==> src/rtl/regfile_write_arbiter_pkg.sv <==
// Shared types and constants for the register-file writeback arbiter.
// wb_req_t describes one writeback request at the default port widths.
package regfile_write_arbiter_pkg;

  localparam int DATA_WIDTH_DEF    = 32;
  localparam int ADDRESS_WIDTH_DEF = 5;
  localparam int STARVE_CNT_WIDTH  = 4;
  localparam int REG_ZERO          = 0;

  typedef enum logic {
    PRIO_P  = 1'b0,
    FORCE_L = 1'b1
  } arb_state_e;

  typedef struct packed {
    logic                         valid;
    logic [ADDRESS_WIDTH_DEF-1:0] rd;
    logic [DATA_WIDTH_DEF-1:0]    data;
  } wb_req_t;

endpackage

==> src/rtl/regfile_write_arbiter.sv <==
// Arbitrates the register file's single write port between the pipeline (P)
// and the long-latency return path (L): P has priority, starved L gets forced in.
module regfile_write_arbiter
  import regfile_write_arbiter_pkg::*;
#(
  parameter int DATA_WIDTH    = 32,
  parameter int ADDRESS_WIDTH = 5,
  parameter int STARVE_LIMIT  = 4
) (
  input  logic                     clk,
  input  logic                     rst_n,
  input  logic                     p_valid,
  input  logic [ADDRESS_WIDTH-1:0] p_rd,
  input  logic [DATA_WIDTH-1:0]    p_data,
  output logic                     p_ready,
  input  logic                     l_valid,
  input  logic [ADDRESS_WIDTH-1:0] l_rd,
  input  logic [DATA_WIDTH-1:0]    l_data,
  output logic                     l_ready,
  output logic                     rf_we,
  output logic [ADDRESS_WIDTH-1:0] rf_a3,
  output logic [DATA_WIDTH-1:0]    rf_wd,
  output logic                     p_stall
);

  localparam logic [STARVE_CNT_WIDTH-1:0] LIMIT    = STARVE_CNT_WIDTH'(STARVE_LIMIT);
  localparam logic [STARVE_CNT_WIDTH-1:0] LIMIT_M1 = STARVE_CNT_WIDTH'(STARVE_LIMIT - 1);

  arb_state_e                  state;
  logic [STARVE_CNT_WIDTH-1:0] starve_cnt;
  logic                        l_starved;
  logic                        xfer;
  logic [ADDRESS_WIDTH-1:0]    sel_rd;
  logic [DATA_WIDTH-1:0]       sel_data;

  // Grants depend only on state and the two valids, never on rd or data.
  always_comb begin
    // NOTE: every output gets a default first so no path leaves it unassigned (no latch).
    p_ready = 1'b0;
    l_ready = 1'b0;
    case (state)
      PRIO_P: begin
        if (p_valid)      p_ready = 1'b1;
        else if (l_valid) l_ready = 1'b1;
      end
      FORCE_L: begin
        if (l_valid)      l_ready = 1'b1;
        else if (p_valid) p_ready = 1'b1;
      end
      default: ;
    endcase
  end

  assign p_stall   = p_valid & ~p_ready;
  assign l_starved = l_valid & ~l_ready;
  assign xfer      = p_ready | l_ready;
  assign sel_rd    = p_ready ? p_rd   : l_rd;
  assign sel_data  = p_ready ? p_data : l_data;

  always_ff @(posedge clk or negedge rst_n) begin
    // NOTE: sequential state uses non-blocking assignments so all registers update together.
    if (!rst_n) begin
      state      <= PRIO_P;
      starve_cnt <= '0;
    end else begin
      case (state)
        PRIO_P: begin
          if (l_starved) begin
            starve_cnt <= (starve_cnt == LIMIT) ? starve_cnt : starve_cnt + 1'b1;
            // The wait that brings the count to the limit hands the next cycle to L.
            if (starve_cnt >= LIMIT_M1) state <= FORCE_L;
          end else begin
            starve_cnt <= '0;
          end
        end
        FORCE_L: begin
          // Either L transfers now or it has gone idle; both end the forced window.
          state      <= PRIO_P;
          starve_cnt <= '0;
        end
        default: begin
          state      <= PRIO_P;
          starve_cnt <= '0;
        end
      endcase
    end
  end

  // Write port: one-cycle pulse per accepted transfer; x0 targets are dropped.
  always_ff @(posedge clk or negedge rst_n) begin
    if (!rst_n) begin
      rf_we <= 1'b0;
      rf_a3 <= '0;
      rf_wd <= '0;
    end else begin
      rf_we <= xfer && (sel_rd != ADDRESS_WIDTH'(REG_ZERO));
      if (xfer && (sel_rd != ADDRESS_WIDTH'(REG_ZERO))) begin
        rf_a3 <= sel_rd;
        rf_wd <= sel_data;
      end
    end
  end

endmodule

==> config.mk <==
export PLATFORM = sky130hd
export DESIGN_NAME = regfile_write_arbiter
export DESIGN_NICKNAME = d
export VERILOG_FILES = /design/src/rtl/regfile_write_arbiter_pkg.sv /design/src/rtl/regfile_write_arbiter.sv
export SDC_FILE = /design/constraint.sdc
export NUM_CORES = 1
export LEC_CHECK = 0
export ABC_AREA = 1
export CORE_AREA = 5 5 73 125
export DETAILED_ROUTE_END_ITERATION = 7
export DIE_AREA = 0 0 78 130
export SLEW_MARGIN = 20
export SYNTH_ARGS = -nofsm -noshare
export SYNTH_HDL_FRONTEND = slang
export SYNTH_SLANG_ARGS = --single-unit
==> constraint.sdc <==
create_clock -name clk -period 1.9 [get_ports clk]
set_input_delay 0.38 -clock clk [delete_from_list [all_inputs] [get_ports clk]]
set_output_delay 0.38 -clock clk [all_outputs]
set_load 0.005 [all_outputs]
==> flow_summary.html, run 1 <==
<table>
<tr><th>Metric</th><th>Value</th></tr>
<tr><th colspan="2">Cells and area</th></tr>
<tr><td>Proportion of layout cells with a drive suffix above 1</td><td>0.0824</td></tr>
<tr><td>Number of diodes</td><td>0</td></tr>
<tr><td>Commonest non-fill, non-tap cells in the layout</td><td>nand2_1, clkdlybuf4s50_1, dfrtp_1</td></tr>
<tr><td>Nets</td><td>between 500 and 600</td></tr>
<tr><td>Fillers</td><td>809</td></tr>
<tr><td>Most common cell after layout, fill and taps aside</td><td>nand2_1</td></tr>
<tr><td>Area grow syn2layout</td><td>67.2%</td></tr>
<tr><td>Post-route standard cell area excluding fillers</td><td>a little under 0.004 sq mm</td></tr>
<tr><th colspan="2">Global route</th></tr>
<tr><td>Remaining global-route overflow</td><td>0</td></tr>
<tr><td>First-pass GRT wire length</td><td>11.9 mm</td></tr>
<tr><td>Number of global-route vias before repair</td><td>between 2000 and 3000</td></tr>
<tr><td>All-Layer GR Usage</td><td>0.149</td></tr>
<tr><td>Antenna violations before repair</td><td>0</td></tr>
<tr><td>Pin count of the biggest net entering global routing</td><td>37</td></tr>
<tr><th colspan="2">Timing</th></tr>
<tr><td>Tightest Pin Transition</td><td>just under 0.6 ns</td></tr>
<tr><td>Number of hold violations in the final report</td><td>0</td></tr>
<tr><td>Worst clock skew</td><td>0.00285 ns</td></tr>
<tr><td>Period utilization</td><td>0.945</td></tr>
<tr><td>Shortest period the worst path allows</td><td>roughly 1.8 ns</td></tr>
<tr><td>FMAX</td><td>around 560 MHz</td></tr>
<tr><td>Worst hold margin</td><td>0.0934 ns</td></tr>
<tr><td>Setup repair after global routing missed its margin</td><td>false</td></tr>
<tr><td>Worst slew margin relative to its limit</td><td>0.615</td></tr>
<tr><td>Number of pins exceeding their max-slew limit in the final report</td><td>0</td></tr>
<tr><td># setup viols final</td><td>0</td></tr>
<tr><th colspan="2">Synth</th></tr>
<tr><td>Synthesized Nets</td><td>around 410</td></tr>
<tr><td>Post-synthesis sequential area ratio</td><td>0.461</td></tr>
<tr><td>Number of flops mapped to enable cells by yosys</td><td>0</td></tr>
<tr><td>Primary FF master, synth</td><td>dfrtp_1</td></tr>
<tr><td>Syn Std Cell Area</td><td>~0.0023 sq mm</td></tr>
<tr><td>Fraction of synthesis flops using an asynchronous set or reset pin</td><td>1.00</td></tr>
<tr><td>Cell count after synthesis</td><td>roughly 330</td></tr>
<tr><td>Yosys Warn Count</td><td>0</td></tr>
<tr><td>Post-Syn Area per Cell</td><td>around 7 sq um</td></tr>
<tr><td>Synth cell types</td><td>24</td></tr>
<tr><td>#FFs+latches synth</td><td>43</td></tr>
<tr><th colspan="2">Setup path</th></tr>
<tr><td>Category of the most critical setup path</td><td>flop to output pin</td></tr>
<tr><td>CP startpoint kind</td><td>flop</td></tr>
<tr><td>Worst setup EP type</td><td>output pin</td></tr>
<tr><td>Worst-path maximum fanout</td><td>3</td></tr>
<tr><td>Required time at the endpoint of the critical path</td><td>1.52 ns</td></tr>
<tr><td>Data arrival time at the worst-slack endpoint</td><td>1.42 ns</td></tr>
<tr><th colspan="2">Hold path</th></tr>
<tr><td>Path type of the worst min-delay path</td><td>input pin to asynchronous set/reset pin</td></tr>
<tr><th colspan="2">Clocking</th></tr>
<tr><td>Clock latency reported for the late side of the worst-skew pair</td><td>approximately 0.28 ns</td></tr>
<tr><td>Clk sink count</td><td>43</td></tr>
<tr><td>Total of hold buffers inserted after clock tree synthesis</td><td>0</td></tr>
<tr><td>CTS tree</td><td>yes</td></tr>
<tr><td>Clock buffer count from CTS</td><td>5</td></tr>
<tr><td>Clock Tree Buf Depth</td><td>2</td></tr>
<tr><td>Clk root buf</td><td>clkbuf_16</td></tr>
<tr><td>Post-CTS clock slew at the launch and capture registers of the worst setup and hold paths</td><td>0.05 ns</td></tr>
<tr><td>Count of H-tree levels built during CTS</td><td>2</td></tr>
<tr><th colspan="2">Route</th></tr>
<tr><td>Avg Vias per Cell</td><td>4.49</td></tr>
<tr><td>Number of remaining DRC errors</td><td>0</td></tr>
<tr><td>Residual antenna-violating net count after detailed routing</td><td>0</td></tr>
<tr><td>DRT iter0 DRCs</td><td>58</td></tr>
<tr><td>Wire length after detailed routing</td><td>7.48 mm</td></tr>
<tr><td>Detailed-route via count</td><td>between 2000 and 2500</td></tr>
<tr><td>WL per Instance</td><td>13.6 um</td></tr>
<tr><td>Total iterations of the first detailed-routing run</td><td>4</td></tr>
<tr><th colspan="2">Place</th></tr>
<tr><td>Area of placed instances</td><td>about 0.0037 sq mm</td></tr>
<tr><td>Port bufs</td><td>118</td></tr>
<tr><td>Routability congestion estimate</td><td>0.739</td></tr>
<tr><td>Post-detail-place hpwl</td><td>between 5 and 6 mm</td></tr>
<tr><th colspan="2">Floorplanning</th></tr>
<tr><td># rows</td><td>43</td></tr>
<tr><td>Die X</td><td>a little under 80 um</td></tr>
<tr><td>Core Footprint</td><td>0.00791 sq mm</td></tr>
<tr><td>Vertical extent of the die</td><td>roughly 130 um</td></tr>
<tr><td>Total die area</td><td>a little over 0.01 sq mm</td></tr>
<tr><td>IO Pins</td><td>about 120</td></tr>
<tr><td>Initial Utilization</td><td>0.295</td></tr>
<tr><th colspan="2">Power</th></tr>
<tr><td>Leak</td><td>about 2 nW</td></tr>
<tr><td>Overall power after layout</td><td>2.53 mW</td></tr>
<tr><td>Worst IR drop on VDD</td><td>0.374 mV</td></tr>
<tr><td>Total power density per cell area</td><td>~650 mW/mm^2</td></tr>
<tr><th colspan="2">Run status</th></tr>
<tr><td>Outcome</td><td>completed</td></tr>
<tr><th colspan="2">Run</th></tr>
<tr><td>Count of max-cap constraint violations</td><td>0</td></tr>
</table>
sequential cells by signal (all words and copies together) (netlist names):
signal / flops
starve_cnt: 4
state: 1
rf_wd: 32
rf_a3: 5
rf_we: 1
cells in the mapped netlist, types with 2 or more instances:
cell type | number | area share
a21oi_1 | 2 | 0.0043
buf_2 | 7 | 0.015
buf_6 | 3 | 0.014
clkbuf_1 | 6 | 0.0097
dfrtp_1 | 43 | 0.46
ha_1 | 2 | 0.011
inv_1 | 21 | 0.034
nand2_1 | 183 | 0.29
nand2_2 | 6 | 0.016
nand3_1 | 41 | 0.088
nand3b_1 | 2 | 0.0064
nor2_1 | 4 | 0.0064
kinds of logic (layout without fill, tap and decap cells):
kind of cell    Yosys count  count (layout)  share of synthesized area
flops                    43              43                      0.461
xor+xnor                  1               1                    0.00375
simple gates            238             238                      0.416
fa+ha+maj                 2               2                     0.0107
buf+inv                  40             169                     0.0842
compound gates            8               8                     0.0241
power by group:
part | total [mW] | internal (mW) | switching (mW)
sequential | 1.05 | 1.01 | 0.0462
combinational | 0.669 | 0.406 | 0.263
clock | 0.810 | 0.485 | 0.325
through the flow:
stage | utilization | setup WS (ns) | TNS [ns] | std cells
2_1_floorplan | - | 0.411 | 0 | 332
3_3_place_gp | 0.469 | -0.178 | -5.36 | 539
3_5_place_dp | 0.469 | -0.199 | -6.70 | 539
4_1_cts | 0.493 | 0.0899 | 0 | 551
5_1_grt | 0.493 | 0.00289 | 0 | 551
6_report | 0.493 | 0.104 | 0 | 551
worst paths after layout:
check / depth (start not counted) / slack [ns] / startpoint / end
setup / recovery: 4 / 0.10 / state$_DFF_PN0_ / p_ready
min in group clk: 2 / 0.47 / rf_wd[19]$_DFFE_PN0P_ / rf_wd[19]$_DFFE_PN0P_
hold / removal: 1 / 0.09 / rst_n / starve_cnt[2]$_DFFE_PN0P_
setup reg to reg: 12 / 0.14 / state$_DFF_PN0_ / rf_wd[6]$_DFFE_PN0P_
hold reg to reg: 2 / 0.47 / rf_wd[19]$_DFFE_PN0P_ / rf_wd[19]$_DFFE_PN0P_
max in group asynchronous: 2 / 1.30 / rst_n / rf_wd[7]$_DFFE_PN0P_
area by class of cell:
| type | instances | area, sq um | area share |
|---|---|---|---|
| flip-flops and latches | 43 | 1080 | 0.276 |
| clock inverters | 1 | 5.00 | 0.00128 |
| well taps | 90 | 113 | 0.0289 |
| repair buffers | 139 | 1410 | 0.362 |
| clock buffers | 7 | 133 | 0.0340 |
| multi-input cells | 249 | 1080 | 0.277 |
| inverters | 22 | 82.6 | 0.0212 |
per-layer routing:
metal,vias to the layer above,global-route usage,wire (um)
li1,1273,-,-
met1,1117,0.144,2570
met2,69,0.287,4200
met3,17,0.0366,408
met4,0,0.0736,305
met5,-,0,0
critical path, cell delays in order (launching register included):
cell and delay [ns]:
dfrtp_1 0.39, nand2_2 0.11, nand2_4 0.06, inv_1 0.07, clkdlybuf4s50_1 0.50
repair_timing:
| item | CTS | global route |
|---|---|---|
| gates resized for setup | 9 | 0 |
| setup endpoints to repair | 3 | 0 |
| setup buffers | 3 | 0 |
Note: power is estimated with default switching activity, not from simulation.
==> inputs of run 2 (changes only) <==
- CORE_AREA: 5 5 73 125 -> 2 2 70 122
- DIE_AREA: 0 0 78 130 -> 0 0 72 124
- HOLD_SLACK_MARGIN: not set -> 0.12
- SLEW_MARGIN: 20 -> 10
==> run 2 against run 1 <==
  * Routed wire length is 3.4% lower
  * Critical path depth unchanged
  * Clock skew rose by 0.0012 ns
  * Maximum frequency is 1.2% lower
  * Core utilization fell by 0.55 points
  * Design area down 1.1%
  * Final cell count up 0.18%
  * Sequential share of layout area up 0.31 points
  * Sequential cell count did not move
  * Die area shrank 12%
  * Worst hold slack gained 0.37 ns
  * Clock power up 2.5%
==> flow_summary.html, run 2 (same netlist as run 1, synthesis figures left out) <==
<table>
<tr><th>Metric</th><th>Value</th></tr>
<tr><th colspan="2">Setup path</th></tr>
<tr><td>Category of the most critical setup path</td><td>flop to output pin</td></tr>
<tr><td>Required time at the endpoint of the critical path</td><td>1.52 ns (about the same)</td></tr>
<tr><td>Reg-to-reg critical path startpoint</td><td>state$_DFF_PN0_</td></tr>
<tr><td>Critical path origin</td><td>state$_DFF_PN0_</td></tr>
<tr><td>Worst-path maximum fanout</td><td>6 (+3)</td></tr>
<tr><td>CP startpoint kind</td><td>flop</td></tr>
<tr><td>Worst setup EP type</td><td>output pin</td></tr>
<tr><td>Data arrival time at the worst-slack endpoint</td><td>1.44 ns (+0.02 ns)</td></tr>
<tr><th colspan="2">Cells and area</th></tr>
<tr><td>Area grow syn2layout</td><td>65.3%</td></tr>
<tr><td>Biggest registers after layout</td><td>rf_wd x32, rf_a3 x5, starve_cnt x4</td></tr>
<tr><td>Proportion of layout cells with a drive suffix above 1</td><td>0.0823 (-0.000178)</td></tr>
<tr><td>Flip-flop count of the largest register after layout</td><td>32 (unchanged)</td></tr>
<tr><td>Fillers</td><td>819 (+1.2%)</td></tr>
<tr><td>Commonest non-fill, non-tap cells in the layout</td><td>nand2_1, clkdlybuf4s50_1, dfrtp_1</td></tr>
<tr><td>Number of diodes</td><td>0 (unchanged)</td></tr>
<tr><td>Nets</td><td>541 (+0.19%)</td></tr>
<tr><td>Share of the core filled with cells</td><td>0.488 (-0.00554)</td></tr>
<tr><td>Top register by number of flip-flops</td><td>rf_wd</td></tr>
<tr><td>Most common cell after layout, fill and taps aside</td><td>nand2_1</td></tr>
<tr><td>Number of cells in the finished layout apart from fillers</td><td>552 (+0.18%)</td></tr>
<tr><td>Post-route standard cell area excluding fillers</td><td>0.00386 sq mm (-1.1%)</td></tr>
<tr><th colspan="2">Clocking</th></tr>
<tr><td>CTS tree</td><td>yes</td></tr>
<tr><td>Clk sink count</td><td>43 (unchanged)</td></tr>
<tr><td>Count of H-tree levels built during CTS</td><td>2 (unchanged)</td></tr>
<tr><td>Clock buffer count from CTS</td><td>5 (unchanged)</td></tr>
<tr><td>Clock latency reported for the late side of the worst-skew pair</td><td>0.28 ns (about the same)</td></tr>
<tr><td>Post-CTS clock slew at the launch and capture registers of the worst setup and hold paths</td><td>0.06 ns (about the same)</td></tr>
<tr><td>Clk root buf</td><td>clkbuf_16</td></tr>
<tr><td>Clock Tree Buf Depth</td><td>2 (unchanged)</td></tr>
<tr><th colspan="2">Global route</th></tr>
<tr><td>First-pass GRT wire length</td><td>11.0 mm (-7.4%)</td></tr>
<tr><td>Pin count of the biggest net entering global routing</td><td>37 (unchanged)</td></tr>
<tr><td>Number of global-route vias before repair</td><td>2323 (-8.2%)</td></tr>
<tr><td>Remaining global-route overflow</td><td>0 (unchanged)</td></tr>
<tr><td>All-Layer GR Usage</td><td>0.160 (+0.0116)</td></tr>
<tr><td>Antenna violations before repair</td><td>0 (unchanged)</td></tr>
<tr><th colspan="2">Place</th></tr>
<tr><td>Port bufs</td><td>118 (unchanged)</td></tr>
<tr><td>Area of placed instances</td><td>0.00366 sq mm (-1.3%)</td></tr>
<tr><td>Post-detail-place hpwl</td><td>5.43 mm (-4.0%)</td></tr>
<tr><td>Count of placed standard cells including taps</td><td>537 (-0.37%)</td></tr>
<tr><td>Post-placement worst setup slack</td><td>-0.242 ns (-0.0429 ns)</td></tr>
<tr><td>Routability congestion estimate</td><td>0.724 (-2.1%)</td></tr>
<tr><th colspan="2">Route</th></tr>
<tr><td>Total iterations of the first detailed-routing run</td><td>4 (unchanged)</td></tr>
<tr><td>DRT iter0 DRCs</td><td>103 (+78%)</td></tr>
<tr><td>Avg Vias per Cell</td><td>4.50 (+0.22%)</td></tr>
<tr><td>Number of remaining DRC errors</td><td>0 (unchanged)</td></tr>
<tr><td>Residual antenna-violating net count after detailed routing</td><td>0 (unchanged)</td></tr>
<tr><td>Detailed-route via count</td><td>2486 (+0.40%)</td></tr>
<tr><td>Wire length after detailed routing</td><td>7.23 mm (-3.4%)</td></tr>
<tr><td>WL per Instance</td><td>13.1 um (-3.5%)</td></tr>
<tr><th colspan="2">Timing</th></tr>
<tr><td>FMAX</td><td>550 MHz (-1.2%)</td></tr>
<tr><td># setup viols final</td><td>0 (unchanged)</td></tr>
<tr><td>Number of pins exceeding their max-slew limit in the final report</td><td>0 (unchanged)</td></tr>
<tr><td>Worst hold margin</td><td>0.467 ns (+0.373 ns)</td></tr>
<tr><td>Number of hold violations in the final report</td><td>0 (unchanged)</td></tr>
<tr><td>Setup tns final</td><td>0 ns (unchanged)</td></tr>
<tr><td>Worst clock skew</td><td>0.00408 ns (+0.00123 ns)</td></tr>
<tr><td>Period utilization</td><td>0.957 (+0.0116)</td></tr>
<tr><td>Post-route worst setup slack</td><td>0.0816 ns (-0.0220 ns)</td></tr>
<tr><td>Tightest Pin Transition</td><td>0.475 ns (-0.102 ns)</td></tr>
<tr><td>Worst slew margin relative to its limit</td><td>0.683 (+0.0682)</td></tr>
<tr><td>Setup repair after global routing missed its margin</td><td>false</td></tr>
<tr><td>Shortest period the worst path allows</td><td>1.82 ns (+0.0220 ns)</td></tr>
<tr><th colspan="2">Floorplanning</th></tr>
<tr><td>Total die area</td><td>0.00893 sq mm (-12%)</td></tr>
<tr><td>Vertical extent of the die</td><td>124 um (-4.6%)</td></tr>
<tr><td>Core Footprint</td><td>0.00791 sq mm (unchanged)</td></tr>
<tr><td>IO Pins</td><td>119 (unchanged)</td></tr>
<tr><td>Die X</td><td>72 um (-7.7%)</td></tr>
<tr><td># rows</td><td>43 (unchanged)</td></tr>
<tr><td>Initial Utilization</td><td>0.295 (unchanged)</td></tr>
<tr><th colspan="2">Power</th></tr>
<tr><td>Proportion of power drawn by the clock network</td><td>0.326 (+0.006)</td></tr>
<tr><td>Overall power after layout</td><td>2.54 mW (+0.49%)</td></tr>
<tr><td>Internal power consumption</td><td>1.89 mW (-0.29%)</td></tr>
<tr><td>Total power density per cell area</td><td>659 mW/mm^2 (+1.6%)</td></tr>
<tr><td>Sw Ratio</td><td>0.256 (+0.00585)</td></tr>
<tr><td>Logic pwr share</td><td>0.260 (-0.004)</td></tr>
<tr><td>Sequential share of power</td><td>0.414 (-0.002)</td></tr>
<tr><td>Worst IR drop on VDD</td><td>0.316 mV (-16%)</td></tr>
<tr><td>Leak</td><td>1.96 nW (-1.7%)</td></tr>
<tr><td>Switching Power</td><td>0.652 mW (+2.8%)</td></tr>
<tr><th colspan="2">Hold path</th></tr>
<tr><td>Hold wc startpoint</td><td>rf_wd[20]$_DFFE_PN0P_</td></tr>
<tr><td>Path type of the worst min-delay path</td><td>flop to flop</td></tr>
<tr><th colspan="2">Run status</th></tr>
<tr><td>Outcome</td><td>completed</td></tr>
<tr><th colspan="2">Run</th></tr>
<tr><td>Count of max-cap constraint violations</td><td>0 (unchanged)</td></tr>
</table>
[run 2: cell types whose count changed in the layout (fill, tap and decap cells not counted), sizes merged]
cell | previous run | this run
clkinvlp | 0 | 1
clkbuf | 7 | 6
dlygate4sd3 | 0 | 1
clkdlybuf4s50 | 113 | 115
dlygate4sd2 | 4 | 2
[run 2: path summary, 6_finish.rpt]
check / to / slack, ns / cells after the start
worst max register to register: rf_wd[1]$_DFFE_PN0P_ / 0.27 / 10
max in group asynchronous: rf_wd[27]$_DFFE_PN0P_ / 0.82 / 3
min in group asynchronous: rf_wd[17]$_DFFE_PN0P_ / 0.59 / 2
worst min-delay path: rf_wd[20]$_DFFE_PN0P_ / 0.47 / 2
worst max-delay path: p_ready / 0.08 / 4
worst min register to register: rf_wd[20]$_DFFE_PN0P_ / 0.47 / 2
[run 2: worst max-delay path, stage by stage (launching register included)]
cell and delay (ns):
dfrtp_1 0.39, nand2_2 0.11, nand2_4 0.08, inv_1 0.08
clkdlybuf4s50_1 0.49
[run 2: what timing repair did]
item	in CTS	in global routing
setup endpoints to repair	3	1
pin swaps	1	0
gates resized for setup	3	0
hold buffers	1	0
endpoints found under the hold margin	18	0
setup buffers	1	5
[run 2: power by group through the flow]
| stage | Clock [mW] | Sequential (mW) | Combinational [mW] |
|---|---|---|---|
| 2_1_floorplan | 0 | 1.08 | 0.220 |
| 3_3_place_gp | 0 | 1.07 | 0.657 |
| 3_5_place_dp | 0 | 1.07 | 0.663 |
| 4_1_cts | 0.851 | 1.05 | 0.667 |
| 5_1_grt | 0.896 | 1.06 | 0.729 |
| 6_report | 0.830 | 1.05 | 0.661 |
[run 2: metal layers]
metal	GRT usage	part of all wire
met2	0.313	0.56
met1	0.163	0.37
met4	0.0802	0.032
met5	0	0
met3	0.0194	0.037
[run 2: area by class of cell]
cell class	count	area, sq um	share of cell area
multi-input combinational	249	1070	0.276
clock buffer	6	129	0.0334
tap	90	113	0.0292
sequential	43	1080	0.279
clock inverter	2	12.5	0.00324
timing repair buffer	140	1380	0.357
inverter	22	82.6	0.0214
==> inputs of run 3 (changes only) <==
- clock period: 1.9 -> 2.09 ns (I/O delays scaled with it)
==> run 3 against run 2 <==
  * First-iteration DRC count increased by 6.8%
  * Sequential cell count stayed put
  * Combinational power down 9.5%
  * Critical path depth did not move
==> flow_summary.html, run 3 (same netlist as run 1, synthesis figures left out) <==
<table>
<tr><th>Metric</th><th>Value</th></tr>
<tr><th colspan="2">Setup path</th></tr>
<tr><td>CP startpoint kind</td><td>flop</td></tr>
<tr><td>Worst setup EP type</td><td>output pin</td></tr>
<tr><td>Data arrival time at the worst-slack endpoint</td><td>1.44 ns (about the same)</td></tr>
<tr><td>Worst-path maximum fanout</td><td>6 (unchanged)</td></tr>
<tr><td>Required time at the endpoint of the critical path</td><td>1.67 ns (+0.15 ns)</td></tr>
<tr><td>Category of the most critical setup path</td><td>flop to output pin</td></tr>
<tr><th colspan="2">Run status</th></tr>
<tr><td>Outcome</td><td>completed</td></tr>
<tr><th colspan="2">Place</th></tr>
<tr><td>Post-detail-place hpwl</td><td>5.43 mm (-0.17%)</td></tr>
<tr><td>Count of placed standard cells including taps</td><td>540 (+0.56%)</td></tr>
<tr><td>Routability congestion estimate</td><td>0.749 (+3.5%)</td></tr>
<tr><td>Port bufs</td><td>118 (unchanged)</td></tr>
<tr><th colspan="2">Hold path</th></tr>
<tr><td>Path type of the worst min-delay path</td><td>input pin to asynchronous set/reset pin</td></tr>
<tr><th colspan="2">Route</th></tr>
<tr><td>Total iterations of the first detailed-routing run</td><td>4 (unchanged)</td></tr>
<tr><td>DRT iter0 DRCs</td><td>110 (+6.8%)</td></tr>
<tr><td>Residual antenna-violating net count after detailed routing</td><td>0 (unchanged)</td></tr>
<tr><td>Detailed-route via count</td><td>2425 (-2.5%)</td></tr>
<tr><td>Wire length after detailed routing</td><td>7.09 mm (-1.9%)</td></tr>
<tr><td>Avg Vias per Cell</td><td>4.41 (-2.1%)</td></tr>
<tr><td>Number of remaining DRC errors</td><td>0 (unchanged)</td></tr>
<tr><td>WL per Instance</td><td>12.9 um (-1.5%)</td></tr>
<tr><th colspan="2">Power</th></tr>
<tr><td>Overall power after layout</td><td>2.31 mW (-9.0%)</td></tr>
<tr><td>Worst IR drop on VDD</td><td>0.316 mV (-0.14%)</td></tr>
<tr><td>Total power density per cell area</td><td>602 mW/mm^2 (-8.7%)</td></tr>
<tr><td>Leak</td><td>1.96 nW (-0.18%)</td></tr>
<tr><th colspan="2">Timing</th></tr>
<tr><td>Period utilization</td><td>0.889</td></tr>
<tr><td>Worst hold margin</td><td>0.199 ns (-0.268 ns)</td></tr>
<tr><td>Number of hold violations in the final report</td><td>0 (unchanged)</td></tr>
<tr><td>Worst slew margin relative to its limit</td><td>0.632 (-0.0516)</td></tr>
<tr><td>Worst clock skew</td><td>0.00368 ns (-0.000396 ns)</td></tr>
<tr><td># setup viols final</td><td>0 (unchanged)</td></tr>
<tr><td>Shortest period the worst path allows</td><td>about 1.9 ns</td></tr>
<tr><td>FMAX</td><td>around 540 MHz</td></tr>
<tr><td>Number of pins exceeding their max-slew limit in the final report</td><td>0 (unchanged)</td></tr>
<tr><td>Setup repair after global routing missed its margin</td><td>false</td></tr>
<tr><td>Tightest Pin Transition</td><td>0.552 ns (+0.0774 ns)</td></tr>
<tr><th colspan="2">Floorplanning</th></tr>
<tr><td>Core Footprint</td><td>0.00791 sq mm (unchanged)</td></tr>
<tr><td>Die X</td><td>72 um (unchanged)</td></tr>
<tr><td>Initial Utilization</td><td>0.295 (unchanged)</td></tr>
<tr><td>IO Pins</td><td>119 (unchanged)</td></tr>
<tr><td>Total die area</td><td>0.00893 sq mm (unchanged)</td></tr>
<tr><td># rows</td><td>43 (unchanged)</td></tr>
<tr><td>Vertical extent of the die</td><td>124 um (unchanged)</td></tr>
<tr><th colspan="2">Global route</th></tr>
<tr><td>Number of global-route vias before repair</td><td>2367 (+1.9%)</td></tr>
<tr><td>First-pass GRT wire length</td><td>11.3 mm (+2.2%)</td></tr>
<tr><td>All-Layer GR Usage</td><td>0.164 (+0.00396)</td></tr>
<tr><td>Antenna violations before repair</td><td>0 (unchanged)</td></tr>
<tr><td>Remaining global-route overflow</td><td>0 (unchanged)</td></tr>
<tr><td>Pin count of the biggest net entering global routing</td><td>44 (+19%)</td></tr>
<tr><th colspan="2">Cells and area</th></tr>
<tr><td>Area of the multi-input gates</td><td>0.00107 sq mm (unchanged)</td></tr>
<tr><td>Commonest non-fill, non-tap cells in the layout</td><td>nand2_1, clkdlybuf4s50_1, dfrtp_1</td></tr>
<tr><td>Flip-flop and latch area</td><td>0.00108 sq mm (unchanged)</td></tr>
<tr><td>Area grow syn2layout</td><td>64.7%</td></tr>
<tr><td>Biggest registers after layout</td><td>rf_wd x32, rf_a3 x5, starve_cnt x4</td></tr>
<tr><td>Number of cells in the finished layout apart from fillers</td><td>550 (-0.36%)</td></tr>
<tr><td>Nets</td><td>539 (-0.37%)</td></tr>
<tr><td>Top register by number of flip-flops</td><td>rf_wd</td></tr>
<tr><td>Flip-flop count of the largest register after layout</td><td>32 (unchanged)</td></tr>
<tr><td>Fillers</td><td>818 (-0.12%)</td></tr>
<tr><td>Most common cell after layout, fill and taps aside</td><td>nand2_1</td></tr>
<tr><td>Share of the core filled with cells</td><td>0.486 (-0.00174)</td></tr>
<tr><td>Proportion of layout cells with a drive suffix above 1</td><td>0.0804 (-0.00182)</td></tr>
<tr><td>Number of diodes</td><td>0 (unchanged)</td></tr>
<tr><th colspan="2">Clocking</th></tr>
<tr><td>Count of H-tree levels built during CTS</td><td>2 (unchanged)</td></tr>
<tr><td>Clock latency reported for the late side of the worst-skew pair</td><td>0.29 ns (about the same)</td></tr>
<tr><td>Clock buffer count from CTS</td><td>5 (unchanged)</td></tr>
<tr><td>Clk root buf</td><td>clkbuf_16</td></tr>
<tr><td>Clock Tree Buf Depth</td><td>2 (unchanged)</td></tr>
<tr><td>CTS tree</td><td>yes</td></tr>
<tr><td>Clk sink count</td><td>43 (unchanged)</td></tr>
<tr><td>Post-CTS clock slew at the launch and capture registers of the worst setup and hold paths</td><td>0.06 ns (about the same)</td></tr>
<tr><th colspan="2">Run</th></tr>
<tr><td>Count of max-cap constraint violations</td><td>0 (unchanged)</td></tr>
</table>
[run 3: worst max-delay path: stages, from the launching register on]
cell and delay [ns]:
dfrtp_1 0.38, nand2_2 0.10, nand2_4 0.09, inv_1 0.09
clkdlybuf4s50_1 0.50
[run 3: cell type report]
type,count,share of cell area
clock inverter,2,0.00326
tap,90,0.0293
inverter,22,0.0215
multi-input combinational,249,0.277
timing repair buffer,138,0.355
sequential,43,0.280
clock buffer,6,0.0335
[run 3: path summary, 6_finish.rpt]
check,startpoint,endpoint,slack [ns],cells past startpoint
worst min register to register,rf_a3[4]$_DFFE_PN0P_,rf_a3[4]$_DFFE_PN0P_,0.47,2
worst max register to register,state$_DFF_PN0_,rf_wd[31]$_DFFE_PN0P_,0.47,10
worst min-delay path,rst_n,rf_wd[16]$_DFFE_PN0P_,0.20,2
min in group clk,rf_a3[4]$_DFFE_PN0P_,rf_a3[4]$_DFFE_PN0P_,0.47,2
worst max-delay path,state$_DFF_PN0_,p_ready,0.23,4
max in group asynchronous,rst_n,rf_we$_DFF_PN0_,1.51,2
[run 3: stage by stage]
stage                     setup WS (ns)  setup TNS (ns)  instance area [sq um]
final                             0.232               0                   3840
after floorplan                   0.563               0                   2330
after global routing              0.145               0                   3840
after detailed placement         -0.105           -2.29                   3680
after global placement          -0.0711           -1.01                   3680
after CTS                       0.00390               0                   3830
[run 3: repair_timing]
item	CTS	global route
buffers inserted	1	1
gates cloned	0	0
endpoints found under the setup margin	1	3
hold buffers	0	0
pin swaps	1	1
resized for setup	2	1
[run 3: power by group]
group,total (mW),internal (mW),switching (mW),leakage (nW)
clock network,0.760,0.441,0.320,0.0669
logic,0.598,0.363,0.235,1.37
registers,0.956,0.914,0.0420,0.528
total,2.31,1.72,0.596,1.96
[run 3: routing by layer]
layer	share of wire	global-route usage	up-vias	wire length [um]
met5	0	0	-	0
met3	0.045	0.0291	6	317
met4	0.014	0.0566	0	101
li1	-	-	1267	-
met2	0.59	0.323	66	4150
met1	0.36	0.170	1086	2520
